<file path="src/rtl/logic_unit_pkg.sv">
// ---------------------------------------------------------------------------
// logic_unit_pkg
// Shared definitions for the multi-cycle bitwise logic unit.
//   - OP_* : 2-bit operation encodings carried on the op ports
//   - state_t : control FSM states (ST_IDLE, ST_RUN)
// ---------------------------------------------------------------------------
package logic_unit_pkg;

  localparam logic [1:0] OP_AND = 2'b00;
  localparam logic [1:0] OP_OR  = 2'b01;
  localparam logic [1:0] OP_XOR = 2'b10;
  localparam logic [1:0] OP_NOR = 2'b11;

  typedef enum logic {
    ST_IDLE = 1'b0,
    ST_RUN  = 1'b1
  } state_t;

endpackage

</file>
<file path="src/rtl/logic_slice.sv">
// ---------------------------------------------------------------------------
// logic_slice
// Purely combinational SLICE_W-bit bitwise operator.
// Ports:
//   a, b : slice operands
//   op   : operation select (OP_AND / OP_OR / OP_XOR / OP_NOR)
//   y    : slice result
// ---------------------------------------------------------------------------
module logic_slice
  import logic_unit_pkg::*;
#(
  parameter int SLICE_W = 8
) (
  input  logic [SLICE_W-1:0] a,
  input  logic [SLICE_W-1:0] b,
  input  logic [1:0]         op,
  output logic [SLICE_W-1:0] y
);

  always_comb begin
    y = '0;
    case (op)
      OP_AND:  y = a & b;
      OP_OR:   y = a | b;
      OP_XOR:  y = a ^ b;
      OP_NOR:  y = ~(a | b);
      default: y = '0;
    endcase
  end

endmodule

</file>
<file path="src/rtl/logic_unit_seq.sv">
// ---------------------------------------------------------------------------
// logic_unit_seq
// Multi-cycle bitwise logic unit (AND / OR / XOR / NOR). Operands are
// captured on start and processed SLICE_W bits per clock, LSB slice first,
// through one shared logic_slice. The result and zero flag are registered
// and only change at completion, so partial slices are never visible.
//
// Ports:
//   clk    : clock, rising edge
//   reset  : synchronous, active-high
//   start  : request, sampled only while idle (busy=0)
//   op     : operation, captured with start
//   A, B   : WIDTH-bit operands, captured with start
//   busy   : operation in flight
//   done   : one-cycle pulse, result/zero valid from this cycle
//   result : last completed result
//   zero   : result == 0
//   parity : XOR-reduction of result (only when LOGIC_UNIT_PARITY_EN is
//            defined; accumulated slice by slice during RUN)
//
// Optional build macro: LOGIC_UNIT_PARITY_EN
// ---------------------------------------------------------------------------
module logic_unit_seq
  import logic_unit_pkg::*;
#(
  parameter int WIDTH   = 32,
  parameter int SLICE_W = 8
) (
  input  logic             clk,
  input  logic             reset,
  input  logic             start,
  input  logic [1:0]       op,
  input  logic [WIDTH-1:0] A,
  input  logic [WIDTH-1:0] B,
  output logic             busy,
  output logic             done,
  output logic [WIDTH-1:0] result,
  output logic             zero
`ifdef LOGIC_UNIT_PARITY_EN
  ,
  output logic             parity
`endif
);

  localparam int NUM_SLICES = WIDTH / SLICE_W;
  localparam int IDX_W      = (NUM_SLICES > 1) ? $clog2(NUM_SLICES) : 1;

  generate
    if ((WIDTH % SLICE_W) != 0) begin : g_bad_cfg
      $error("logic_unit_seq: WIDTH must be a multiple of SLICE_W");
    end
  endgenerate

  state_t             r_state;
  state_t             w_state_next;
  logic [WIDTH-1:0]   r_a;
  logic [WIDTH-1:0]   r_b;
  logic [1:0]         r_op;
  logic [IDX_W-1:0]   r_idx;
  logic [WIDTH-1:0]   r_work;
  logic [WIDTH-1:0]   r_result;
  logic               r_zero;
  logic               r_done;

  logic               w_capture;
  logic               w_last;
  logic [SLICE_W-1:0] w_a_sl [NUM_SLICES];
  logic [SLICE_W-1:0] w_b_sl [NUM_SLICES];
  logic [SLICE_W-1:0] w_y;
  logic [WIDTH-1:0]   w_work_next;

  // Split captured operands into slices; the current one is picked by r_idx.
  generate
    for (genvar gi = 0; gi < NUM_SLICES; gi++) begin : g_split
      assign w_a_sl[gi] = r_a[gi*SLICE_W +: SLICE_W];
      assign w_b_sl[gi] = r_b[gi*SLICE_W +: SLICE_W];
    end
  endgenerate

  logic_slice #(.SLICE_W(SLICE_W)) u_slice (
    .a  (w_a_sl[r_idx]),
    .b  (w_b_sl[r_idx]),
    .op (r_op),
    .y  (w_y)
  );

  // Work value with the current slice merged in. At the last slice this is
  // the complete result, so it is written straight into result.
  always_comb begin
    w_work_next = r_work;
    for (int i = 0; i < NUM_SLICES; i++) begin
      if (r_idx == IDX_W'(i)) begin
        w_work_next[i*SLICE_W +: SLICE_W] = w_y;
      end
    end
  end

  // Next-state / control decode.
  always_comb begin
    w_state_next = r_state;
    w_capture    = 1'b0;
    w_last       = 1'b0;
    case (r_state)
      ST_IDLE: begin
        if (start) begin
          w_capture    = 1'b1;
          w_state_next = ST_RUN;
        end
      end
      ST_RUN: begin
        if (r_idx == IDX_W'(NUM_SLICES - 1)) begin
          w_last       = 1'b1;
          w_state_next = ST_IDLE;
        end
      end
      default: w_state_next = ST_IDLE;
    endcase
  end

  always_ff @(posedge clk) begin
    if (reset) begin
      r_state <= ST_IDLE;
    end else begin
      r_state <= w_state_next;
    end
  end

  always_ff @(posedge clk) begin
    if (reset) begin
      r_a      <= '0;
      r_b      <= '0;
      r_op     <= OP_AND;
      r_idx    <= '0;
      r_work   <= '0;
      r_result <= '0;
      r_zero   <= 1'b1;
      r_done   <= 1'b0;
    end else begin
      r_done <= 1'b0;
      if (w_capture) begin
        r_a    <= A;
        r_b    <= B;
        r_op   <= op;
        r_idx  <= '0;
        r_work <= '0;
      end else if (r_state == ST_RUN) begin
        r_work <= w_work_next;
        r_idx  <= r_idx + IDX_W'(1);
        if (w_last) begin
          r_idx    <= '0;
          r_result <= w_work_next;
          r_zero   <= (w_work_next == '0);
          r_done   <= 1'b1;
        end
      end
    end
  end

`ifdef LOGIC_UNIT_PARITY_EN
  logic r_par_acc;
  logic r_parity;

  // Running parity of the slices produced so far; published with result.
  always_ff @(posedge clk) begin
    if (reset) begin
      r_par_acc <= 1'b0;
      r_parity  <= 1'b0;
    end else if (w_capture) begin
      r_par_acc <= 1'b0;
    end else if (r_state == ST_RUN) begin
      r_par_acc <= r_par_acc ^ (^w_y);
      if (w_last) begin
        r_parity <= r_par_acc ^ (^w_y);
      end
    end
  end

  assign parity = r_parity;
`endif

  assign busy   = (r_state == ST_RUN);
  assign done   = r_done;
  assign result = r_result;
  assign zero   = r_zero;

endmodule
</file>
<file path="config.mk">
export PLATFORM = sky130hd
export DESIGN_NAME = logic_unit_seq
export DESIGN_NICKNAME = d
export VERILOG_FILES = /design/src/rtl/logic_unit_pkg.sv /design/src/rtl/logic_slice.sv /design/src/rtl/logic_unit_seq.sv
export SDC_FILE = /design/constraint.sdc
export NUM_CORES = 1
export LEC_CHECK = 0
export CAP_MARGIN = 10
export CORE_MARGIN = 4
export CORE_UTILIZATION = 40
export CTS_CLUSTER_DIAMETER = 200
export DETAILED_ROUTE_END_ITERATION = 16
export GPL_ROUTABILITY_DRIVEN = 0
export HOLD_SLACK_MARGIN = 0.08
export PLACE_DENSITY = 0.66
export RECOVER_POWER = 100
export SLEW_MARGIN = 25
export SYNTH_ARGS = -nofsm -noshare
export SYNTH_HDL_FRONTEND = slang
export SYNTH_SLANG_ARGS = --single-unit
</file>
<file path="constraint.sdc">
create_clock -name clk -period 7.7 [get_ports clk]
set_input_delay 1.54 -clock clk [delete_from_list [all_inputs] [get_ports clk]]
set_output_delay 1.54 -clock clk [all_outputs]
set_load 0.02 [all_outputs]
</file>
* After elaboration in Yosys (flattened, before gate mapping)
Cells that the tools add are included.
Operators by class: $add $sub $neg 1, order comparisons 1, eq/ne operators 6, muxes and demuxes 19, bitwise logic cells 7, reductions and logical operators 6
Operators by type and width (number):
- two-way mux 8 bit | 8
- binary-select mux 8 bit (select 2 bit) | 2
- logical NOT 32 bit | 1
- case mux 8 bit (4 select lines) | 1
- bitwise AND 8 bit | 1
- == test 2 bit, second input constant | 4
- inverter 8 bit | 1
- OR 8 bit | 1
- XOR 8 bit | 1
- two-way mux 1 bit | 6
- == test 2 x 1 -> 1 bit, second input constant | 2
- logical NOT 2 bit | 2
- >= comparator 3 bit, second input constant | 1
- inverter 2 -> 3 bit | 1
- AND reduction 3 bit | 1
- OR reduction 3 bit | 1
- adder 2 x 1 -> 2 bit, second input constant | 1
- two-way mux 2 bit | 1
- inverter 1 bit | 2
- case mux 1 bit (2 select lines) | 1
- OR reduction 2 bit | 1
Storage, ports and cells: flip-flop bits (word level) 135, bits of input ports 69, output and inout port bits 35, logic and storage cells 49

* Longest topological paths before layout
depth after elaboration 9, gate-level depth with buffers 12, depth with buffers taken out 9

* Modules after synthesis
Synthesis repeated with hierarchy kept, for this count alone.
Unflattened totals: cell total of the unflattened synthesis 705, area, all modules 6080.8 um^2
Modules (own cells, without submodules):
- logic_unit_seq | instances 1, cells an instance 646, area each 5554.1 um^2
- logic_slice | instances 1, cells an instance 59, area each 526.8 um^2

* Worst setup path before layout
Ideal clock, no wire load.
path kind register to register, from reg r_idx[0], to reg r_zero, in the netlist zero, arrival 3.224 ns, setup slack 4.407 ns, stages on the path, launching flop included 13, period minus slack after synthesis 3.293 ns, cell sequence dfxtp_1 > clkbuf_1 > buf_2 > mux4_2 > inv_1 > ha_1 > nor2b_1 > a211o_1 > and2_1 > clkbuf_1 > nand4bb_1 > a2111o_1 > o21ai_1
Between the ends: longest elaborated chain between the ends 9, elaborated cells on any way between the ends 24
RTL lines:
- start, declared | RTL line logic_unit_seq.sv:59 | logic [IDX_W-1:0] r_idx;
- start signal, assigned | RTL line logic_unit_seq.sv:148 | r_idx <= r_idx + IDX_W'(1);
- inverter 2 -> 3 bit (implied by the code) | RTL line logic_unit_seq.sv:81, logic_unit_seq.sv:82
- binary-select mux 8 bit (select 2 bit) (on tied branches) | RTL line logic_unit_seq.sv:81, logic_unit_seq.sv:82
- two-way mux 8 bit (on tied branches) (2 in series) | RTL line logic_unit_seq.sv:81, logic_unit_seq.sv:82
- OR 8 bit | RTL line logic_slice.sv:24, logic_slice.sv:26
- inverter 8 bit | RTL line logic_slice.sv:26 | OP_NOR: y = ~(a | b);
- case mux 8 bit (4 select lines) | RTL line logic_slice.sv:22 | case (op)
- two-way mux 8 bit | RTL line logic_unit_seq.sv:92 | if (r_idx == IDX_W'(i)) begin
- logical NOT 32 bit | RTL line logic_unit_seq.sv:152 | r_zero <= (w_work_next == '0);
- end signal, assigned | RTL line logic_unit_seq.sv:152
- end, declared | RTL line logic_unit_seq.sv:62 | logic r_zero;
Several ways; a longest one is shown, not always the timed one. The select of a mux whose other input is x is not followed. A chain may end at the register's enable or synchronous reset.

* Worst setup path after layout
from in start, to reg r_work[12]
Between the ends: longest elaborated chain between the ends 3
RTL lines:
- start, declared | RTL line logic_unit_seq.sv:31 | input logic start,
- two-way mux 1 bit | RTL line logic_unit_seq.sv:105 | if (start) begin
- two-way mux 1 bit | RTL line logic_unit_seq.sv:103 | case (r_state)
- OR reduction 2 bit (no line)
- end signal, assigned | RTL line logic_unit_seq.sv:147 | r_work <= w_work_next;
- end, declared | RTL line logic_unit_seq.sv:60 | logic [WIDTH-1:0] r_work;
No other way between the ends.

==> impl_metrics.yaml <==
timing:
  setup_viol: 0
  hold_violations: 0
  finalClockSkew_ns: 0.007290
  slew_headroom_pct: -85.37
  grt_setup_unrepaired: "no"
  tns_ns: 0
  worstMarginPinSlew_ns: 2.781
  fin_crit_ns: 4.942
  clock.fmax_ghz: 0.2023
  drv_slew: 69
  fin_crit_sh_pct: 64.18
final_layout:
  area_delta_synth_final_pct: 29.43
  nets: 856
  num_antenna_cells: 0
  drive_gt1_share_pct: 7.069
  final_cell_count_no_fill: 958
pwr:
  irDropWorstVdd_uv: 158.3
  p_per_area_nw_per_um2: 229.5
  p_leak_uw: 0.002823
yosys:
  avgSynthCellArea_um2: 8.320
  synth_seq_cells: 128
  postSynthCellCount: 697
  syn-cell-area_um2: 5799
  yosysSeqAreaShare_pct: 44.19
  synthesis.nets: 786
  synth_cell_types: 35
  yosys_warnings: 0
global_route:
  grt.overflow.total: 0
  grt_pass1_wl_mm: 23.13
  track_usage_pct: 17.56
  grt_max_degree: 103
  grt_pass1_vias: 4748
  antenna_found_initial: 0
drt:
  viasPerCell: 5.184
  vias: 4966
  drcViolationCount: 0
  first_iter_violations: 429
  detail_route.first_pass.iterations: 6
  wl_mm: 14.24
  wl_per_cell_um: 14.87
  drtAntennaViolNets: 0
place:
  io_buffers: 103
  place_inst: 926
  place.detailed.hpwl_mm: 9.640
hold_path:
  worstHoldPathType: "flip-flop to flip-flop"
status:
  failed_checks: "capacitance limit, slew limit"
  outcome: "finished with violations"
floorplan:
  num_rows: 43
  die_area_um2: 16490
  initial_utilization_pct: 41.30
  die_h_um: 128.4
  core_area_um2: 14040
  die_x_um: 128.4
  pin_count: 104
critical_path:
  worstPathArrival_ns: 5.28
  critPathRequiredTime_ns: 8.04
  crit_type: "input port to flip-flop"
  path_max_fanout: 68
  worst_setup_path_end_kind: "flip-flop"
  start_kind: "input port"
cts:
  cts_post_setup_buffers_inserted: 0
  cts_made_buffers: 17
  clk_pin_slew_ns: 0.05
  ctsResizeCount: 0
  clock_path_buffers: 2
  htreeDepth: 4
  cts_tree: "done"
  insertion_delay_ns: 0.41
  cts-root-buf: "clkbuf_16"
  cts.sinks: 128
  holdBufCountCts: 0
run:
  cap_violations: 1
[cells in the final DEF, fill, tap and decap left out, types with 2 or more instances in the layout]
master	count
buf_4	5
a211oi_1	25
ha_1	20
o21ai_0	9
nor2b_1	8
mux2i_1	26
a222oi_1	2
a211o_1	6
mux4_2	16
or4_1	4
clkdlybuf4s50_1	66
nor2_1	47
dlygate4sd3_1	36
o31ai_1	2
nor4_1	2
a21oi_1	102
and2_1	2
dfxtp_1	128
bufinv_16	3
clkbuf_16	17
nand3_1	21
nor2b_4	2
and2_0	6
a31oi_1	3
clkbuf_8	6
inv_1	20
clkinv_2	2
nand2b_1	3
nand2_1	175
clkbuf_1	3
[cell usage after synthesis]
master	number	area, um^2
nand2b_1	4	25.02
or3_1	1	6.260
o31a_1	1	8.760
a21oi_1	102	510.5
and2_1	8	50.05
ha_1	20	250.2
dfxtp_1	128	2562
nand2_1	175	656.9
buf_1	9	33.78
nand4bb_1	1	11.26
a31oi_1	3	18.77
o2111ai_1	1	8.760
o21ai_1	1	5.000
nor2_1	47	176.4
a22oi_1	1	7.510
nor2b_1	9	56.30
a211oi_1	25	187.7
o31ai_1	2	15.01
nand3_1	21	105.1
buf_8	1	15.01
mux2i_1	26	260.3
inv_1	20	75.07
a31o_2	1	8.760
buf_6	1	11.26
mux4_2	16	360.4
clkbuf_1	44	165.2
a2111o_1	1	11.26
a222oi_1	2	20.02
or4_1	4	30.03
a211o_1	6	52.55
o21bai_1	1	7.510
nor4_1	2	12.51
nor2b_4	1	13.76
o21ai_0	8	40.04
buf_2	4	20.02
[routing by layer]
| metal | global-route usage, % | vias to the layer above | share of wire [%] |
|---|---|---|---|
| met2 | 29.18 | 155 | 49 |
| met5 | 0 | - | 0 |
| met1 | 22.48 | 2281 | 45 |
| li1 | - | 2512 | - |
| met4 | 5.930 | 0 | 1.2 |
| met3 | 4.151 | 18 | 5.5 |
[state kept, by name, summed over array words and instances, names as in the netlist]
register and count:
busy 1, done 1, r_a 32, r_b 32, r_idx 2, r_op 2, r_work 25, result 32
zero 1
[logic make-up (layout without fill, tap and decap cells)]
group | Yosys count | in the layout | synth area share, %
flip-flops | 128 | 128 | 44.19
AO/OA/AOI/OAI | 155 | 155 | 15.56
AND/OR/NAND/NOR | 273 | 273 | 19.72
multiplexers | 42 | 42 | 10.70
adder cells (fa/ha/maj) | 20 | 20 | 4.315
buffers and inverters | 79 | 160 | 5.523
[path summary, 6_finish.rpt]
path / startpoint / endpoint / slack [ns] / depth (start not counted)
setup / recovery: start / r_work[12] / 2.76 / 6
hold / removal: r_a[6] / r_a[6] / 0.45 / 2
setup reg to reg: busy / r_work[12] / 3.59 / 6
hold reg to reg: r_a[6] / r_a[6] / 0.45 / 2
[through the flow]
step	setup slack [ns]	hold slack, ns	util, %	total power (uW)	area (um^2)
after floorplan	4.407	0.4331	-	831.9	5799
after global placement	4.049	0.4394	48.82	896.6	6855
after detailed placement	3.968	0.4449	48.82	902.3	6855
after CTS	4.417	0.4522	53.20	1732	7471
after global routing	2.312	0.4715	53.45	1788	7506
final	2.758	0.4493	53.45	1723	7506
[worst max-delay path, stage by stage]
cell and delay [ns]:
dlygate4sd3_1 0.57, nand2b_2 0.07, clkbuf_1 1.96, nand2b_1 0.63
buf_6 0.36, a21oi_1 0.14
[report_power, final]
group          switching [uW]  internal (uW)  total (uW)  leakage [uW]
sequential               14.4            686         700       0.00104
combinational             104           85.7         190       0.00148
clock                     276            556         833      0.000305
total                     395           1330        1720       0.00282
[layout make-up]
| type | instances | area, um^2 |
|---|---|---|
| clock buffer | 25 | 515.5 |
| tap | 180 | 225.2 |
| fill | 1279 | 6536 |
| timing repair buffer | 110 | 1101 |
| multi-input combinational | 490 | 2927 |
| inverter | 20 | 75.07 |
| sequential | 128 | 2562 |
| clock inverter | 5 | 100.1 |
Power figures use the tool's default switching activity.
